[src/rtl/eq_pkg.sv]
// Shared definitions for the alarm-game puzzle sequencer and its timeout counter.
package eq_pkg;

    // Width of the time/seconds datapath
    localparam int TIME_W = 7;

    // Default engine count and the index width it implies
    localparam int DEF_NUM_EQ = 3;
    localparam int EQ_IDX_W   = $clog2(DEF_NUM_EQ);

    // Default puzzle rules
    localparam int DEF_REQUIRED_PASSES = 2;
    localparam int DEF_MAX_TRIES       = 3;
    localparam int DEF_TIMEOUT_S       = 60;

    // Sequencer state encodings
    localparam logic [2:0] ST_IDLE    = 3'd0;
    localparam logic [2:0] ST_SELECT  = 3'd1;
    localparam logic [2:0] ST_ACTIVE  = 3'd2;
    localparam logic [2:0] ST_DROP    = 3'd3;
    localparam logic [2:0] ST_CLEARED = 3'd4;

    typedef enum logic [2:0] {
        IDLE    = ST_IDLE,
        SELECT  = ST_SELECT,
        ACTIVE  = ST_ACTIVE,
        DROP    = ST_DROP,
        CLEARED = ST_CLEARED
    } state_t;

endpackage

[src/rtl/eq_timeout_counter.sv]
// Per-puzzle seconds countdown: reloads on request, counts down on each
// enabled second tick, sticks at zero and flags it.
module eq_timeout_counter
    import eq_pkg::*;
#(
    parameter logic [TIME_W-1:0] RELOAD = TIME_W'(DEF_TIMEOUT_S)
) (
    input  logic              Clock,
    input  logic              Resetn,
    input  logic              load,
    input  logic              tick,
    output logic [TIME_W-1:0] count,
    output logic              zero
);

    // Reload has priority; otherwise decrement on tick, saturating at zero
    always_ff @(posedge Clock or negedge Resetn) begin
        if (!Resetn) begin
            count <= RELOAD;
        end else if (load) begin
            count <= RELOAD;
        end else if (tick && (count != '0)) begin
            count <= count - TIME_W'(1);
        end
    end

    assign zero = (count == '0);

endmodule

[src/rtl/equation_sequencer.sv]
// Puzzle controller for the alarm game: keeps the buzzer on, hands one
// equation engine at a time a start level, tallies verdicts and timeouts,
// and dismisses the alarm after enough consecutive correct answers.
module equation_sequencer
    import eq_pkg::*;
#(
    parameter int NUM_EQ          = DEF_NUM_EQ,
    parameter int REQUIRED_PASSES = DEF_REQUIRED_PASSES,
    parameter int MAX_TRIES       = DEF_MAX_TRIES,
    parameter int TIMEOUT_S       = DEF_TIMEOUT_S
) (
    input  logic                                 Clock,
    input  logic                                 Resetn,
    input  logic                                 AlarmTrigger,
    input  logic                                 SecTick,
    input  logic [TIME_W-1:0]                    OngoingTimer,
    input  logic [NUM_EQ-1:0]                    resultValid,
    input  logic [NUM_EQ-1:0]                    resultCorrect,
    output logic [NUM_EQ-1:0]                    startEq,
    output logic                                 AlarmOn,
    output logic                                 Cleared,
    output logic [$clog2(NUM_EQ)-1:0]            eqIndex,
    output logic [$clog2(REQUIRED_PASSES+1)-1:0] passCount,
    output logic [$clog2(MAX_TRIES+1)-1:0]       triesLeft,
    output logic [TIME_W-1:0]                    secondsLeft
);

    localparam int IDX_W = $clog2(NUM_EQ);
    localparam int PC_W  = $clog2(REQUIRED_PASSES + 1);
    localparam int TR_W  = $clog2(MAX_TRIES + 1);

    localparam logic [TIME_W-1:0] NUM_EQ_T   = TIME_W'(NUM_EQ);
    localparam logic [IDX_W-1:0]  LAST_IDX   = IDX_W'(NUM_EQ - 1);
    localparam logic [PC_W-1:0]   PASS_GOAL  = PC_W'(REQUIRED_PASSES);
    localparam logic [TR_W-1:0]   TRIES_FULL = TR_W'(MAX_TRIES);

    state_t            state;
    logic [IDX_W-1:0]  lastIndex;
    logic [IDX_W-1:0]  base_index;
    logic [IDX_W-1:0]  sel_index;
    logic [NUM_EQ-1:0] sel_onehot;
    logic [PC_W-1:0]   pass_next;
    logic              verdict_hit;
    logic              verdict_ok;
    logic              timeout_zero;
    logic              timer_load;
    logic              timer_tick;

    // Seed-based pick; after a pass, never hand the same engine out twice running
    always_comb begin
        base_index = IDX_W'(OngoingTimer % NUM_EQ_T);
        sel_index  = base_index;
        if ((passCount != '0) && (base_index == lastIndex)) begin
            sel_index = (base_index == LAST_IDX) ? '0 : base_index + IDX_W'(1);
        end
    end

    // One-hot start pattern for the engine being selected
    genvar gi;
    generate
        for (gi = 0; gi < NUM_EQ; gi++) begin : g_sel_onehot
            assign sel_onehot[gi] = (sel_index == IDX_W'(gi));
        end
    endgenerate

    // startEq is one-hot of eqIndex during ACTIVE, so it masks out other engines' verdicts
    assign verdict_hit = |(resultValid & startEq);
    assign verdict_ok  = |(resultValid & resultCorrect & startEq);
    assign pass_next   = passCount + PC_W'(1);

    assign timer_load = (state == SELECT);
    assign timer_tick = (state == ACTIVE) && SecTick;

    eq_timeout_counter #(
        .RELOAD (TIME_W'(TIMEOUT_S))
    ) u_timeout (
        .Clock  (Clock),
        .Resetn (Resetn),
        .load   (timer_load),
        .tick   (timer_tick),
        .count  (secondsLeft),
        .zero   (timeout_zero)
    );

    // Puzzle sequencing FSM with registered outputs
    always_ff @(posedge Clock or negedge Resetn) begin
        if (!Resetn) begin
            state     <= IDLE;
            startEq   <= '0;
            AlarmOn   <= 1'b0;
            Cleared   <= 1'b0;
            eqIndex   <= '0;
            lastIndex <= '0;
            passCount <= '0;
            triesLeft <= TRIES_FULL;
        end else begin
            Cleared <= 1'b0;
            case (state)
                IDLE: begin
                    if (AlarmTrigger) begin
                        state   <= SELECT;
                        AlarmOn <= 1'b1;
                    end
                end
                SELECT: begin
                    eqIndex <= sel_index;
                    startEq <= sel_onehot;
                    state   <= ACTIVE;
                end
                ACTIVE: begin
                    if (verdict_hit) begin
                        startEq <= '0;
                        if (verdict_ok) begin
                            passCount <= pass_next;
                            lastIndex <= eqIndex;
                            if (pass_next == PASS_GOAL) begin
                                state   <= CLEARED;
                                AlarmOn <= 1'b0;
                                Cleared <= 1'b1;
                            end else begin
                                state <= DROP;
                            end
                        end else begin
                            state <= DROP;
                            if (triesLeft == TR_W'(1)) begin
                                passCount <= '0;
                                triesLeft <= TRIES_FULL;
                            end else begin
                                triesLeft <= triesLeft - TR_W'(1);
                            end
                        end
                    end else if (timeout_zero) begin
                        // An expired puzzle is scored exactly like a wrong answer
                        startEq <= '0;
                        state   <= DROP;
                        if (triesLeft == TR_W'(1)) begin
                            passCount <= '0;
                            triesLeft <= TRIES_FULL;
                        end else begin
                            triesLeft <= triesLeft - TR_W'(1);
                        end
                    end
                end
                DROP: begin
                    state <= SELECT;
                end
                CLEARED: begin
                    if (!AlarmTrigger) begin
                        state     <= IDLE;
                        passCount <= '0;
                        triesLeft <= TRIES_FULL;
                    end
                end
                default: begin
                    state   <= IDLE;
                    startEq <= '0;
                    AlarmOn <= 1'b0;
                end
            endcase
        end
    end

endmodule

[config.mk]
export PLATFORM = sky130hd
export DESIGN_NAME = equation_sequencer
export DESIGN_NICKNAME = d
export VERILOG_FILES = /design/src/rtl/eq_pkg.sv /design/src/rtl/eq_timeout_counter.sv /design/src/rtl/equation_sequencer.sv
export SDC_FILE = /design/constraint.sdc
export NUM_CORES = 1
export LEC_CHECK = 0
export CAP_MARGIN = 5
export CORE_ASPECT_RATIO = 0.8
export CORE_MARGIN = 4
export CORE_UTILIZATION = 40
export DETAILED_ROUTE_END_ITERATION = 7
export GPL_ROUTABILITY_DRIVEN = 0
export PLACE_DENSITY = 0.73
export SLEW_MARGIN = 20
export SYNTH_ARGS = -nofsm -noshare
export SYNTH_HDL_FRONTEND = slang
export SYNTH_SLANG_ARGS = --single-unit
[constraint.sdc]
create_clock -name Clock -period 2 [get_ports Clock]
set_clock_uncertainty 0.2 [all_clocks]
set_input_delay 0.4 -clock Clock [delete_from_list [all_inputs] [get_ports Clock]]
set_output_delay 0.4 -clock Clock [all_outputs]
set_load 0.05 [all_outputs]
; Yosys cells after proc, flatten, opt, wreduce, memory -nomap -nowiden
; Cells that the tools add are included.
[totals]
ff_bits = 23
latch_bits = 0
mem_bits_rw = 0
mem_bits_ro = 0
input_bits = 17
out_inout_bits = 18
elab_cells = 91
mem_count = 0
[op_classes]
addsub = 4
multipliers = 0
n_div = 1
magnitude_cmp = 0
eq_ne = 17
shift = 0
n_mux = 35
n_bitwise = 5
reduce_logical = 20
[op_table]
columns = op, n
row1 = 2-bit two-way mux, 12
row2 = 3-bit two-way mux, 8
row3 = 3-bit case mux with 5 select lines, 1
row4 = 7-bit two-way mux, 2
row5 = 3-bit OR reduction, 4
row6 = 3-bit AND, 3
row7 = 3-bit case mux with 3 select lines, 1
row8 = 3-bit AND reduction, 3
row9 = 1-bit two-way mux, 8
row10 = 2-bit != test (second input constant), 4
row11 = 2-bit case mux with 2 select lines, 2
row12 = 7-bit logical NOT, 1
row13 = 7-bit by 2-bit modulo with 7-bit output (second input constant), 1
row14 = 7-bit nonzero test, 1
row15 = 7-bit by 1-bit subtractor with 7-bit output (second input constant), 1
row16 = 2-bit == test (second input constant), 3
row17 = 3-bit by 2-bit == test with 1-bit output (second input constant), 2
row18 = 3-bit != test (second input constant), 2
row19 = 2-bit nonzero test, 3
row20 = 5-bit AND reduction, 1
row21 = 2-bit by 1-bit adder with 2-bit output (second input constant), 2
row22 = 2-bit by 1-bit == test with 1-bit output (second input constant), 2
row23 = 4-bit AND reduction, 1
row24 = 3-bit by 1-bit == test with 1-bit output (second input constant), 1
row25 = other kinds (10), 13

; Logic depth before layout (Yosys ltp)
; Gate-level depths: netlist of run 1.
[depth]
depth_word = 6
mapped_depth = 13
ltp_nobuf = 12

; Hierarchy
; From an unflattened synthesis of run 1, not the netlist that was laid out.
[unflattened]
hier_cells = 207
hier_area_um2 = 1846.8
[by_module_without_submodules]
columns = module, instances, cells_each, area_per_inst_um2, seq_area_each_um2
row1 = equation_sequencer, 1, 165, 1440.1, 402.9
row2 = eq_timeout_counter, 1, 42, 406.6, 180.2

; Least setup slack after synthesis of run 1
; Ideal clock, no wire load.
[synth_timing]
path_kind = input-to-reg
start = input port OngoingTimer[5]
end = register eqIndex[1]
setup_time_ns = 0.120
arrival_time_ns = 2.762
required_ns = 1.680
setup_slack_ns = -1.082
cell_stages = 11
path_buffers = 0
cell_sequence = or4b_2 -> o221ai_1 -> mux2_2 -> ha_1 -> nor2_1 -> nand3_1 -> a2111o_1 -> o211a_1 -> o21ai_1 -> o221ai_1 -> o211a_1
[synth_via]
elab_chain_cells = 4
elab_cells_between_ends = 7
classes_between = 1 x add/sub / 1 x div / 2 x eq/ne / 2 x mux / 1 x reduce/logical
[synth_lines]
columns = element, line
row1 = start: declaration, equation_sequencer.sv:16  ; input logic [TIME_W-1:0] OngoingTimer,
row2 = 7-bit by 2-bit modulo with 7-bit output (*), equation_sequencer.sv:51  ; base_index = IDX_W'(OngoingTimer % NUM_EQ_T);
row3 = 2-bit by 1-bit adder with 2-bit output (tied with other cells), equation_sequencer.sv:54  ; sel_index = (base_index == LAST_IDX) ? '0 : base_index + IDX_W'(1);
row4 = 2-bit two-way mux or 1-bit logical AND (tied branches), "equation_sequencer.sv:54, equation_sequencer.sv:53"
row5 = 2-bit two-way mux (*), equation_sequencer.sv:53  ; if ((passCount != '0) && (base_index == lastIndex)) begin
row6 = end signal: assignment, equation_sequencer.sv:106  ; eqIndex <= sel_index;
row7 = end: declaration, equation_sequencer.sv:22  ; output logic [$clog2(NUM_EQ)-1:0] eqIndex,
; Mark *: on every way between the ends. The rest lies on a longest branch, timed or not.
; A chain may end at the register's enable or synchronous reset.

; Final worst setup path of run 1
[layout_timing]
start = input port OngoingTimer[4]
end = register eqIndex[1]
; The elaborated chain is that of the path after synthesis.

==> flow_summary.json, run 1 <==
{
  "cp_slowest_cell": "sky130_fd_sc_hd__or4b_4",
  "cap_viol_max_count": 0,
  "clk_pin_slew_worst_setup_hold_paths_ns": 0.08,
  "num-nets-final": 330,
  "path_max_fanout": 6,
  "detailedRoute.firstIterationViolations": 214,
  "synthesis.area_per_instance_um2": 8.98,
  "cp_cell_sequence": "buf_6 -> buf_6 -> or4b_4 -> o221ai_4 -> mux2_4 -> ha_4 -> or3_4 -> o211ai_4 -> mux2i_1 -> mux2i_1 -> o211a_1",
  "core_area_um2": 4340,
  "dpl_worst_slack_ns": -1.72,
  "power.ir.vdd_worst_mv": 1.01,
  "grt_remaining_overflow": 0,
  "diodes": 0,
  "rsz_0062_raised_after_global_routing": "yes",
  "detailedRoute.firstPassIterationCount": 5,
  "layout.cells.non_filler": 363,
  "clk_latency_ns": 0.27,
  "timing.final.crit_share": 1.52,
  "wl_per_cell_um": 16.5,
  "crit_type": "input pin to register",
  "setup_slack_ns": -1.03,
  "critPathTopFamily": "simple AND/OR/NAND/NOR gates",
  "clock_tree.buffer_depth": 2,
  "numPortBuffers": 34,
  "global_route_wire_length_before_repair_mm": 9.38,
  "rr_startpoint": "state[0]",
  "max-slew-margin-rel": 0.629,
  "cts_hold_buffers": 0,
  "worst_ep_required_time_ns": 2.01,
  "synthToLayoutAreaGrowth_pct": 70.0,
  "grt_pass1_vias": 1970,
  "boundaryPins": 35,
  "timing.critical_path.slowest_cell_delay_ns": 0.54,
  "violated_checks": "negative setup slack",
  "timing.hold.worst.class": "input pin to async pin",
  "max_clock_freq_ghz": 0.330,
  "detail_route.drc_violations": 0,
  "synth_enable_flop_cells": 0,
  "timing.critical_path.arrival_ns": 3.04,
  "critical_path.startpoint": "OngoingTimer[4]",
  "detail_route.vias_per_cell": 5.66,
  "critical_path.endpoint_type": "register",
  "ys_ff_latch": 23,
  "synth-seq-area-share": 0.314,
  "run_status": "finished, violations left",
  "hold_viol_final": 0,
  "worst-path-buf-inv": 2,
  "initial_utilization": 0.429,
  "ys.flop_type": "sky130_fd_sc_hd__dfrtp_1",
  "leading_cell_type_in_the_layout_fill_and_taps_excluded": "sky130_fd_sc_hd__buf_4",
  "synth_fp_nets": 230,
  "grt_start_max_net_pins": 24,
  "grt_usage": 0.202,
  "rows": 21,
  "setup_viol": 8,
  "timing.final.max_slew_violations": 0,
  "critPathLaunchType": "input pin",
  "dieWidth_um": 84.2,
  "clock_tree.root_cell": "sky130_fd_sc_hd__clkbuf_8",
  "fillCellCount": 268,
  "netlist_instances": 207,
  "layout_common_cells": "sky130_fd_sc_hd__buf_4, sky130_fd_sc_hd__dfrtp_1, sky130_fd_sc_hd__nand2_1",
  "routed-via-count": 2055,
  "drt.antenna.violating_nets": 0,
  "synth-async-reset-ratio": 1.00,
  "hold-worst-slack_ns": 0.287,
  "clkSinkCount": 23,
  "place.detailed.instances": 346,
  "cts_tree": "done",
  "antenna_found_initial": 0,
  "netlist_area_um2": 1860,
  "standby_leakage_power_nw": 1.36,
  "dpl.hpwl_mm": 4.07,
  "htree_levels": 1,
  "netlist-cell-type-count": 62,
  "detail_route.wirelength_mm": 6.00,
  "ys_warn_count": 0,
  "final_layout_size_suffix_gt1_frac": 0.510,
  "floorplan.die.height_um": 69.0,
  "post-route-min-period_ns": 3.03,
  "die_area_um2": 5810,
  "powerDensity_nw_per_um2": 1140,
  "tightestPinTransition_ns": 0.554,
  "cts_made_buffers": 3,
  "finalPower_w": 0.00360
}
## report_power, final
group	switching [W]	leakage (nW)	internal, W
combinational	0.00136	1.07	0.00114
sequential	0.000152	0.271	0.000660
clock	0.000148	0.0255	0.000139
total	0.00166	1.36	0.00193
## synthesized netlist by cell type, drive strengths merged, types with 2 or more instances
master | number | share of area
o32ai | 2 | 0.0094
a211oi | 2 | 0.0081
a32oi | 4 | 0.023
o211a | 2 | 0.011
a21oi | 7 | 0.021
xnor2 | 5 | 0.024
o211ai | 5 | 0.023
mux2i | 8 | 0.043
dfrtp | 17 | 0.23
nor2b | 3 | 0.010
a31oi | 4 | 0.013
buf | 6 | 0.021
nand2b | 6 | 0.020
or3 | 3 | 0.010
a21o | 3 | 0.012
o221ai | 3 | 0.014
nor3 | 4 | 0.013
nand3 | 11 | 0.030
xor2 | 5 | 0.024
a32o | 2 | 0.011
inv | 9 | 0.018
nor3b | 2 | 0.0081
a22o | 2 | 0.0094
o21ai | 9 | 0.024
nand2 | 16 | 0.034
ha | 6 | 0.040
mux2 | 4 | 0.024
dfstp | 6 | 0.085
or2 | 2 | 0.0067
or4bb | 2 | 0.012
or3b | 2 | 0.011
nor2 | 16 | 0.032
and2 | 3 | 0.010
nand3b | 7 | 0.028
## final timing paths
path	end	cells past startpoint	slack, ns
max in group asynchronous	triesLeft[1]	2	1.02
min reg2reg	passCount[1]	1	0.34
max reg2reg	u_timeout.count[5]	7	-0.13
min in group Clock	passCount[1]	1	0.34
max	eqIndex[1]	11	-1.03
min	u_timeout.count[1]	2	0.29
## cell families after synthesis
group	synth area share
fa+ha+maj	0.0404
compound gates	0.238
buf+inv	0.0411
simple gates	0.252
mux	0.0673
xor+xnor	0.0471
flops	0.314
## worst reg2reg max path: cells and delay by family (launching register included)
kind / cells / cell delay [ns]
AO/OA/AOI/OAI: 1 / 0.20
AND/OR/NAND/NOR: 5 / 1.13
flip-flops: 1 / 0.39
XOR/XNOR: 1 / 0.14
## flip-flops by register name, indices dropped and copies added (netlist names)
signal           cells
u_timeout.count      7
startEq              3
state                3
eqIndex              2
lastIndex            2
passCount            2
triesLeft            2
AlarmOn              1
Cleared              1
## stage by stage
step | instance area [um2] | TNS (ns) | util
finish | 3160 | -5.07 | 0.729
CTS | 3010 | -4.57 | 0.694
global route | 3160 | -5.78 | 0.729
detailed placement | 2770 | -8.86 | 0.638
floorplan | 1970 | -5.00 | -
global placement | 2770 | -8.41 | 0.638
## area by class of cell
type                       instances  area, um2  share of cell area
inverter                           9       33.8              0.0107
sequential                        23        589               0.187
timing repair buffer             102        913               0.289
clock inverter                     1       5.00             0.00158
tap                               57       71.3              0.0226
multi-input combinational        168       1510               0.476
clock buffer                       3       41.3              0.0131
## routing by layer
metal / share of wire / up-vias / GRT usage
met4: 0.013 / 0 / 0.0502
met1: 0.44 / 987 / 0.269
met3: 0.060 / 12 / 0.0451
met2: 0.48 / 70 / 0.336
met5: 0 / - / 0
li1: - / 986 / -
## repair_timing
item                       in CTS  in global routing
pin swaps                      20                 14
gates resized for setup        50                 18
buffers inserted                8                  4
gates cloned                    1                  0
setup endpoints to repair       9                 10
Note: power is estimated with default switching activity, not from simulation.
==> inputs of run 2 (changes only) <==
Settings changed: CTS_CLUSTER_DIAMETER set to 100.
==> results of run 2 <==
The final DEF is identical to that of run 1; final timing and power are the same.
